`src/rtl/fifo_arb_pkg.sv`:
```
// ---------------------------------------------------------------------------
// fifo_arb_pkg
// Shared definitions for the FIFO ingress arbiter and the egress schedulers
// that reuse its round-robin picker.
//   arb_state_e   : arbiter FSM states (ARB_IDLE, ARB_GRANT)
//   DEF_*         : default data width, requester count and burst limit
//   next_rr()     : round-robin pointer advance with explicit wrap, so it is
//                   correct for requester counts that are not a power of two
// ---------------------------------------------------------------------------
package fifo_arb_pkg;

    typedef enum logic [0:0] {
        ARB_IDLE  = 1'b0,
        ARB_GRANT = 1'b1
    } arb_state_e;

    localparam int DEF_WIDTH     = 72;
    localparam int DEF_NUM_REQ   = 4;
    localparam int DEF_MAX_BURST = 16;

    // Pointer to the requester after ptr, wrapping at n.
    function automatic int next_rr(input int ptr, input int n);
        return (ptr + 1 >= n) ? 0 : ptr + 1;
    endfunction

endpackage

```
`src/rtl/rr_priority_pick.sv`:
```
// ---------------------------------------------------------------------------
// rr_priority_pick
// Purely combinational round-robin winner selection. Searches the request
// vector starting at ptr and moving upward with wrap; the first set bit wins.
// Ports:
//   req       in  NUM_REQ  request vector (one bit per requester)
//   ptr       in  LOG_REQ  highest-priority index for this pick
//   winner    out LOG_REQ  selected index (0 when nothing requests)
//   any_valid out 1        at least one request bit is set
// ---------------------------------------------------------------------------
module rr_priority_pick
    import fifo_arb_pkg::*;
#(
    parameter int NUM_REQ = DEF_NUM_REQ,
    parameter int LOG_REQ = 2
) (
    input  logic [NUM_REQ-1:0] req,
    input  logic [LOG_REQ-1:0] ptr,
    output logic [LOG_REQ-1:0] winner,
    output logic               any_valid
);

    logic               hi_found;
    logic [LOG_REQ-1:0] hi_idx;
    logic               lo_found;
    logic [LOG_REQ-1:0] lo_idx;

    // Two-level search instead of a modulo walk: the lowest requester at or
    // above ptr wins; if none exists the search has wrapped, so the lowest
    // requester overall wins. Scanning downward leaves the lowest match last.
    always_comb begin
        hi_found = 1'b0;
        hi_idx   = '0;
        lo_found = 1'b0;
        lo_idx   = '0;
        for (int i = NUM_REQ - 1; i >= 0; i--) begin
            if (req[i]) begin
                lo_found = 1'b1;
                lo_idx   = LOG_REQ'(i);
                if (LOG_REQ'(i) >= ptr) begin
                    hi_found = 1'b1;
                    hi_idx   = LOG_REQ'(i);
                end
            end
        end
        winner    = hi_found ? hi_idx : lo_idx;
        any_valid = lo_found;
    end

endmodule

```
`src/rtl/fifo_ingress_arbiter.sv`:
```
// ---------------------------------------------------------------------------
// fifo_ingress_arbiter
// Round-robin arbiter sharing one streaming FIFO write port among NUM_REQ
// producers. A grant covers a whole burst: it is held until the producer
// marks s_last or MAX_BURST beats have moved. One IDLE bubble cycle separates
// bursts; while granted, the chosen producer is passed straight through.
// Ports:
//   clk, resetn   clock, synchronous active-low reset
//   s_data        in  NUM_REQ*WIDTH  producer data, requester i at [i*WIDTH +: WIDTH]
//   s_valid       in  NUM_REQ        producer valid
//   s_last        in  NUM_REQ        producer end-of-burst
//   s_ready       out NUM_REQ        producer ready (only the granted bit can be set)
//   m_data        out WIDTH          data to FIFO
//   m_valid       out 1              valid to FIFO
//   m_ready       in  1              FIFO not full
//   m_last        out 1              end-of-burst from the granted producer
//   m_src         out LOG_REQ        index of the granted producer
// Optional (macro FIFO_ARB_STATS_EN):
//   beat_count    out NUM_REQ*32     per-requester wrapping count of beats moved
//   burst_trunc   out NUM_REQ        sticky: a burst ended on MAX_BURST, not s_last
// ---------------------------------------------------------------------------
module fifo_ingress_arbiter
    import fifo_arb_pkg::*;
#(
    parameter int WIDTH     = DEF_WIDTH,
    parameter int NUM_REQ   = DEF_NUM_REQ,
    parameter int LOG_REQ   = 2,
    parameter int MAX_BURST = DEF_MAX_BURST,
    parameter int LOG_BURST = 4
) (
    input  logic                     clk,
    input  logic                     resetn,
    input  logic [NUM_REQ*WIDTH-1:0] s_data,
    input  logic [NUM_REQ-1:0]       s_valid,
    input  logic [NUM_REQ-1:0]       s_last,
    output logic [NUM_REQ-1:0]       s_ready,
    output logic [WIDTH-1:0]         m_data,
    output logic                     m_valid,
    input  logic                     m_ready,
    output logic                     m_last,
    output logic [LOG_REQ-1:0]       m_src
`ifdef FIFO_ARB_STATS_EN
    ,
    output logic [NUM_REQ*32-1:0]    beat_count,
    output logic [NUM_REQ-1:0]       burst_trunc
`endif
);

    localparam logic [LOG_BURST:0] LAST_BEAT = (LOG_BURST + 1)'(MAX_BURST - 1);
    localparam logic [LOG_BURST:0] BEAT_ONE  = (LOG_BURST + 1)'(1);

    arb_state_e         state_q, state_d;
    logic [LOG_REQ-1:0] grant_q, grant_d;
    logic [LOG_REQ-1:0] rr_ptr_q, rr_ptr_d;
    logic [LOG_BURST:0] beat_cnt_q, beat_cnt_d;

    logic [LOG_REQ-1:0] pick_idx;
    logic               pick_any;
    logic               sel_valid;
    logic               sel_last;
    logic               beat;

    rr_priority_pick #(
        .NUM_REQ (NUM_REQ),
        .LOG_REQ (LOG_REQ)
    ) u_pick (
        .req       (s_valid),
        .ptr       (rr_ptr_q),
        .winner    (pick_idx),
        .any_valid (pick_any)
    );

    // Steer the granted producer's fields; decoded with constant slices so
    // the mux stays a plain one-hot select.
    always_comb begin
        sel_valid = 1'b0;
        sel_last  = 1'b0;
        m_data    = '0;
        for (int i = 0; i < NUM_REQ; i++) begin
            if (grant_q == LOG_REQ'(i)) begin
                sel_valid = s_valid[i];
                sel_last  = s_last[i];
                m_data    = s_data[i*WIDTH +: WIDTH];
            end
        end
    end

    // Next-state and outputs. A burst ends on a beat that carries s_last or
    // that is the MAX_BURST-th beat; either way the pointer moves past the
    // granted requester so it goes to the back of the queue.
    always_comb begin
        state_d    = state_q;
        grant_d    = grant_q;
        rr_ptr_d   = rr_ptr_q;
        beat_cnt_d = beat_cnt_q;
        m_valid    = 1'b0;
        m_last     = 1'b0;
        m_src      = grant_q;
        s_ready    = '0;
        beat       = 1'b0;
        case (state_q)
            ARB_IDLE: begin
                if (pick_any) begin
                    grant_d    = pick_idx;
                    beat_cnt_d = '0;
                    state_d    = ARB_GRANT;
                end
            end
            ARB_GRANT: begin
                m_valid = sel_valid;
                m_last  = sel_last;
                for (int i = 0; i < NUM_REQ; i++) begin
                    if (grant_q == LOG_REQ'(i)) begin
                        s_ready[i] = m_ready;
                    end
                end
                beat = sel_valid && m_ready;
                if (beat) begin
                    beat_cnt_d = beat_cnt_q + BEAT_ONE;
                    if (sel_last || (beat_cnt_q == LAST_BEAT)) begin
                        rr_ptr_d = LOG_REQ'(next_rr(int'(grant_q), NUM_REQ));
                        state_d  = ARB_IDLE;
                    end
                end
            end
            default: begin
                state_d = ARB_IDLE;
            end
        endcase
    end

    always_ff @(posedge clk) begin
        if (!resetn) begin
            state_q    <= ARB_IDLE;
            grant_q    <= '0;
            rr_ptr_q   <= '0;
            beat_cnt_q <= '0;
        end else begin
            state_q    <= state_d;
            grant_q    <= grant_d;
            rr_ptr_q   <= rr_ptr_d;
            beat_cnt_q <= beat_cnt_d;
        end
    end

`ifdef FIFO_ARB_STATS_EN
    logic [NUM_REQ*32-1:0] beat_count_q, beat_count_d;
    logic [NUM_REQ-1:0]    burst_trunc_q, burst_trunc_d;
    logic                  trunc_end;

    // A truncated burst is one closed by the beat limit alone; a beat that
    // carries s_last on the limit still counts as a normal end.
    always_comb begin
        beat_count_d  = beat_count_q;
        burst_trunc_d = burst_trunc_q;
        trunc_end     = beat && !sel_last && (beat_cnt_q == LAST_BEAT);
        for (int i = 0; i < NUM_REQ; i++) begin
            if (grant_q == LOG_REQ'(i)) begin
                if (beat) begin
                    beat_count_d[i*32 +: 32] = beat_count_q[i*32 +: 32] + 32'd1;
                end
                if (trunc_end) begin
                    burst_trunc_d[i] = 1'b1;
                end
            end
        end
    end

    always_ff @(posedge clk) begin
        if (!resetn) begin
            beat_count_q  <= '0;
            burst_trunc_q <= '0;
        end else begin
            beat_count_q  <= beat_count_d;
            burst_trunc_q <= burst_trunc_d;
        end
    end

    assign beat_count  = beat_count_q;
    assign burst_trunc = burst_trunc_q;
`endif

endmodule

```
`config.mk`:
```
export PLATFORM = sky130hd
export DESIGN_NAME = fifo_ingress_arbiter
export DESIGN_NICKNAME = d
export VERILOG_FILES = /design/src/rtl/fifo_arb_pkg.sv /design/src/rtl/rr_priority_pick.sv /design/src/rtl/fifo_ingress_arbiter.sv
export SDC_FILE = /design/constraint.sdc
export NUM_CORES = 1
export LEC_CHECK = 0
export ABC_AREA = 1
export CAP_MARGIN = 15
export CORE_AREA = 2 2 149 151
export CTS_CLUSTER_SIZE = 10
export DETAILED_ROUTE_END_ITERATION = 7
export DIE_AREA = 0 0 151 153
export GPL_TIMING_DRIVEN = 1
export PLACE_DENSITY = 0.56
export SETUP_SLACK_MARGIN = 0.4
export SYNTH_ARGS = -nofsm -noshare
export SYNTH_HDL_FRONTEND = slang
export SYNTH_SLANG_ARGS = --single-unit
```
`constraint.sdc`:
```
create_clock -name clk -period 1.9 [get_ports clk]
set_input_delay 0.38 -clock clk [delete_from_list [all_inputs] [get_ports clk]]
set_output_delay 0.38 -clock clk [all_outputs]
set_load 0.01 [all_outputs]
```
=== Word-level counts from Yosys, hierarchy flattened ===
Cells that the tools add are included.

* Bits in registers: 10

* Add/subtract/negate cells: 2
* $lt $le $gt $ge: 5
* Equality and inequality tests: 6
* Mux-type cells: 52
* Bitwise operators: 1
* Reduce and logical (&&, ||, !) cells: 6

{| class="wikitable"
|+ Operators by type and width
! operator !! number
|-
| 72-bit 2-to-1 mux || 4
|-
| 1-bit 2-to-1 mux || 29
|-
| 2-bit 2-to-1 mux || 14
|-
| 5-bit 2-to-1 mux || 2
|-
| 5-bit one-hot mux with 2 select lines || 1
|-
| 5-bit by 1-bit adder with 5-bit output, second input constant || 1
|-
| 5-bit by 4-bit == test with 1-bit output, second input constant || 1
|-
| 2-bit == test, second input constant || 2
|-
| 1-bit by 2-bit greater-or-equal comparator with 1-bit output, first input constant || 2
|-
| 2-bit greater-or-equal comparator, first input constant || 2
|-
| 4-bit 2-to-1 mux || 1
|-
| 2-bit AND reduction || 2
|-
| 2-bit by 1-bit adder with 3-bit output, second input constant || 1
|-
| 3-bit greater-or-equal comparator, second input constant || 1
|-
| 3-bit AND reduction || 1
|-
| 2-bit by 1-bit == test with 1-bit output, second input constant || 1
|-
| 2-bit logical NOT || 1
|-
| 2-bit by 1-bit != test with 1-bit output, second input constant || 1
|-
| 2-bit != test, second input constant || 1
|-
| 1-bit one-hot mux with 2 select lines || 1
|-
| 1-bit logical AND || 1
|-
| 1-bit logical OR || 1
|-
| 1-bit NOT || 1
|}

=== Depth between registers and ports, before layout ===
* Depth after elaboration: 10
* Depth in mapped cells: 11
* Gate-level depth less buffers: 11

=== Cells and area by module ===
From an unflattened synthesis, not the netlist that was laid out.

* Cells, all modules: 594
* Area total of the unflattened synthesis: 2902.8 um^2

{| class="wikitable"
|+ By module, submodules not included
! module !! instances !! cells an instance !! area an instance (um^2)
|-
| fifo_ingress_arbiter || 1 || 573 || 2819.0
|-
| rr_priority_pick || 1 || 21 || 83.8
|}

=== Least setup slack after synthesis ===
Ideal clock, no wire load.

* Path kind: register -> output
* Start point: register grant_q[0], in the netlist m_src[0]
* End point: output port m_data[54]
* Data arrival time: 1.602 ns
* Required time: 1.520 ns
* Path slack: -0.082 ns
* Stages on the path, launching flop included: 8
* Cell sequence: dfxtp_1 -> inv_1 -> ha_1 -> inv_2 -> buf_2 -> buf_1 -> o21ai_0 -> o21ai_0

* Word-level cells in the longest chain between the ends: 5
* Elaborated cells on any way between the ends: 8
* Those cells by class: 3 x eq/ne; 4 x mux; 1 x reduce/logical

{| class="wikitable"
|+ Ends and longest elaborated chain
! item !! RTL line !! RTL
|-
| start, declared || fifo_ingress_arbiter.sv:53 || <nowiki>logic [LOG_REQ-1:0] grant_q, grant_d;</nowiki>
|-
| start signal, assigned || fifo_ingress_arbiter.sv:140 || <nowiki>grant_q <= grant_d;</nowiki>
|-
| 2-bit logical NOT || fifo_ingress_arbiter.sv:80 || <nowiki>if (grant_q == LOG_REQ'(i)) begin</nowiki>
|-
| 72-bit 2-to-1 mux (3 in a row) || fifo_ingress_arbiter.sv:80 ||
|-
| 72-bit 2-to-1 mux * || fifo_ingress_arbiter.sv:80 ||
|-
| end, declared || fifo_ingress_arbiter.sv:37 || <nowiki>output logic [WIDTH-1:0] m_data,</nowiki>
|}

Mark *: on every way between the ends. The rest lies on a longest branch, timed or not.

=== Worst setup path after layout ===
* Start point: register grant_q[0], in the netlist m_src[0]
* End point: output port m_data[61]

Same word-level chain as after synthesis.

==> results by group <==
Worst setup path
  – Worst Path Required: 1.52 ns
  – CP top delay family: buffers and inverters
  – Critical Path Fanout Max: 8
  – CP cell instances: inv_4, ha_4, inv_4, nor2_4, buf_6, buf_12, buf_8, nand2_4, nand2_2, o21ai_2, o21ai_2, buf_2
  – Setup CP Type: flip-flop to output port
  – CP max stage delay: 0.36 ns
  – Register-to-register setup slack: -0.05 ns
  – Slowest CP cell: dfxtp_4
  – Crit path from: m_src[0]
  – CP Capture Type: output port
  – Critical R2R Launch: m_src[0]
  – Critical Path AT: 1.92 ns
  – Startpoint Class: flip-flop
  – Crit path buf inv count: 6

Route
  – Routed Antenna Nets: 0
  – WL/cell: 16.2 um
  – DR pass1 iterations: 4
  – DRC: 0
  – Vias post-DR: 5497
  – Final wirelength: 21200 um
  – Iteration-0 DRC Markers: 281
  – DR vias/cell: 4.21

Placed design
  – Worst slack, placed: -0.454 ns
  – Hpwl dp: 15400 um
  – # port buffers: 378
  – Dpl cells: 1262
  – Placer Congestion: 0.865

Timing
  – Max Clock Freq: 436 MHz
  – Final setup margin: -0.395 ns
  – RSZ-0062 raised after global routing: true
  – Layout Skew: 0.00188 ns
  – Setup TNS: -23.31 ns
  – Slew Viols, Final: 0
  – Slew margin rel.: 83.1%
  – Fraction of the cycle the final worst path needs: 121%
  – Setup Viol. Count Final: 77
  – Endpoints failing hold: 0
  – Final Critical Period: 2.30 ns
  – Worst-Margin Slew: 0.254 ns

Finish
  – P&R area growth vs syn: 192%
  – Non-filler cells, final: 1306
  – # nets final: 1332
  – Fill count: 2223
  – Reg area: 208 um^2
  – ANT cells: 0
  – Multi-input combinational cell area: 2880 um^2
  – Layout cell share with drive strength beyond 1: 30.5%

Pwr
  – Logic pwr share: 81.7%
  – Clock power frac: 11.9%
  – Power share of the sequential group: 6.4%
  – Sw frac: 38.9%
  – VDD IR max: 763 uV
  – Internal Power: 2.21 mW
  – Leak: 3.59 nW
  – NetSw: 1.41 mW
  – Total power: 3.62 mW
  – PD cells: 432 nW/um^2

Floorplan
  – Initial Util: 13.4%
  – Die Y: 153 um
  – Die Area: 23100 um^2
  – IO Pins: 379
  – Die Wd: 151 um
  – Core area: 21500 um^2
  – # rows: 54

Logic synthesis
  – Post-Synth Adder-Cell Area: 2.62%
  – Netlist Area Pre-Place: 2870 um^2
  – Post-synth top area share: 31.3%
  – Syn_area_per_cell: 4.85 um^2
  – Number of synthesized flops with an enable pin: 0
  – Post-synthesis cell type count: 24
  – Gate Count Post-Synth: 592
  – Mapped Nets: 897
  – Count leader, synth: nand2_1
  – Synth warn: 0
  – Simple-Gate Fraction of Synth Area: 38.6%
  – Largest family of logic cells by synthesized area: compound AO/OA/AOI/OAI gates
  – Part of the Yosys area used for sequential elements: 6.98%
  – Mux cell area share after synthesis: 0%
  – Yosys reg bits: 10
  – Ys async rst share: 0%
  – Compound-Gate Fraction of Synth Area: 40.7%
  – Ys flop type: dfxtp_1
  – Post-synth top area cell: nand2_1
  – Top post-synthesis cells by area: nand2_1, o21ai_0, a21oi_1
  – Post-synth top cells: nand2_1, o21ai_0, a21oi_1
  – XOR/XNOR share of the synthesized area: 0.305%

Worst hold path
  – Hold_sp: beat_cnt_q[2]
  – Worst hold-check path type: flip-flop to flip-flop

Clocking
  – CTS Buffer Depth: 2
  – Reg clk slew, reported paths: 0.04 ns
  – Worst-Skew Late Latency: 0.24 ns
  – Clk root buf: clkbuf_16
  – Num CTS Buffers: 3
  – CTS sink count: 10
  – # hold bufs at CTS: 0
  – CTS tree: done
  – H-tree depth: 1

GRT
  – Total track usage: 16.8%
  – Initial antenna violation count: 1
  – Aggregate global routing overflow: 0
  – Largest net degree at the start of global routing: 39
  – Global-route wire length before repair: 30400 um
  – Vias in the first global route: 5341

Outcome
  – Failing checks: setup timing
  – Status: finished, violations left

Run
  – Max Cap Viol: 0
[per-layer routing]
metal,vias up,track usage (%),share of wire [%]
met5,-,0,0.061
li1,2866,-,-
met2,194,29.9,49
met1,2409,22.1,43
met3,26,1.94,6.0
met4,2,2.63,1.8
[state kept, by name (all words and copies together) (netlist names)]
name / flops
beat_cnt_q: 5
m_src: 2
state_q: 1
rr_ptr_q: 2
[tightest hold or removal path: stages, from the launching register on]
cell and delay, ns:
dfxtp_1 0.32, inv_1 0.05, a21oi_1 0.05
[logic make-up (layout without fill, tap and decap cells)]
logic type / count (synthesis) / in the layout
buffers and inverters: 65 / 499
xor gates and xnor gates: 1 / 1
DFF: 10 / 10
AOI/OAI and AO/OA: 232 / 232
and+or+nand+nor: 278 / 278
adders and majority gates: 6 / 6
[worst paths after layout]
kind         cells past startpoint       endpoint
min                              2  beat_cnt_q[2]
max reg2reg                     16        state_q
max                             12     m_data[61]
min reg2reg                      2  beat_cnt_q[2]
[layout make-up]
cell class,instances,share of cell area (%)
well taps,280,4.19
inverters,18,1.05
multi-input cells,517,34.5
repair buffers,477,56.8
flip-flops and latches,10,2.48
clock buffers,4,1.06
[cells in the final DEF (no fill, tap or decap), types with 2 or more instances in the layout]
| cell | count |
|---|---|
| buf_2 | 73 |
| inv_1 | 9 |
| a21oi_2 | 3 |
| nand2_2 | 47 |
| nand2_1 | 174 |
| o21ai_1 | 116 |
| nand3_4 | 3 |
| nand2_4 | 21 |
| buf_12 | 21 |
| inv_2 | 3 |
| inv_4 | 5 |
| buf_16 | 7 |
| ha_1 | 2 |
| dlymetal6s2s_1 | 2 |
| buf_6 | 26 |
| nand3_2 | 3 |
| buf_8 | 2 |
| nand4_1 | 2 |
| dfxtp_4 | 2 |
| buf_4 | 44 |
| clkdlybuf4s50_1 | 295 |
| o21ai_0 | 2 |
| dlygate4sd2_1 | 2 |
| nor2_2 | 2 |
| dfxtp_1 | 8 |
| bufbuf_16 | 2 |
| clkbuf_16 | 5 |
| nor2_1 | 12 |
| nand3_1 | 6 |
| o21ai_2 | 30 |
| a21oi_1 | 77 |
| nor2_4 | 6 |
| ha_4 | 4 |
[power by group through the flow]
stage	combinational [mW]	clock (mW)	sequential (mW)
4_1_cts	2.76	0.426	0.230
5_1_grt	3.20	0.430	0.232
2_1_floorplan	0.987	0	0.235
3_5_place_dp	2.50	0	0.233
3_3_place_gp	2.50	0	0.233
6_report	2.96	0.430	0.231
[metrics by stage]
step	util (%)	hold WS [ns]	cell area [um^2]
after detailed placement	34.7	0.473	7460
final	39.0	0.467	8370
after floorplan	-	0.442	3010
after global placement	34.7	0.458	7460
after CTS	37.1	0.477	7970
after global routing	39.0	0.487	8370
[what timing repair did]
| item | in CTS | in global routing |
|---|---|---|
| endpoints found under the setup margin | 88 | 88 |
| gates cloned | 9 | 2 |
| buffers inserted | 22 | 7 |
| pin swaps | 45 | 35 |
| resized for setup | 416 | 84 |
Power figures use the tool's default switching activity.
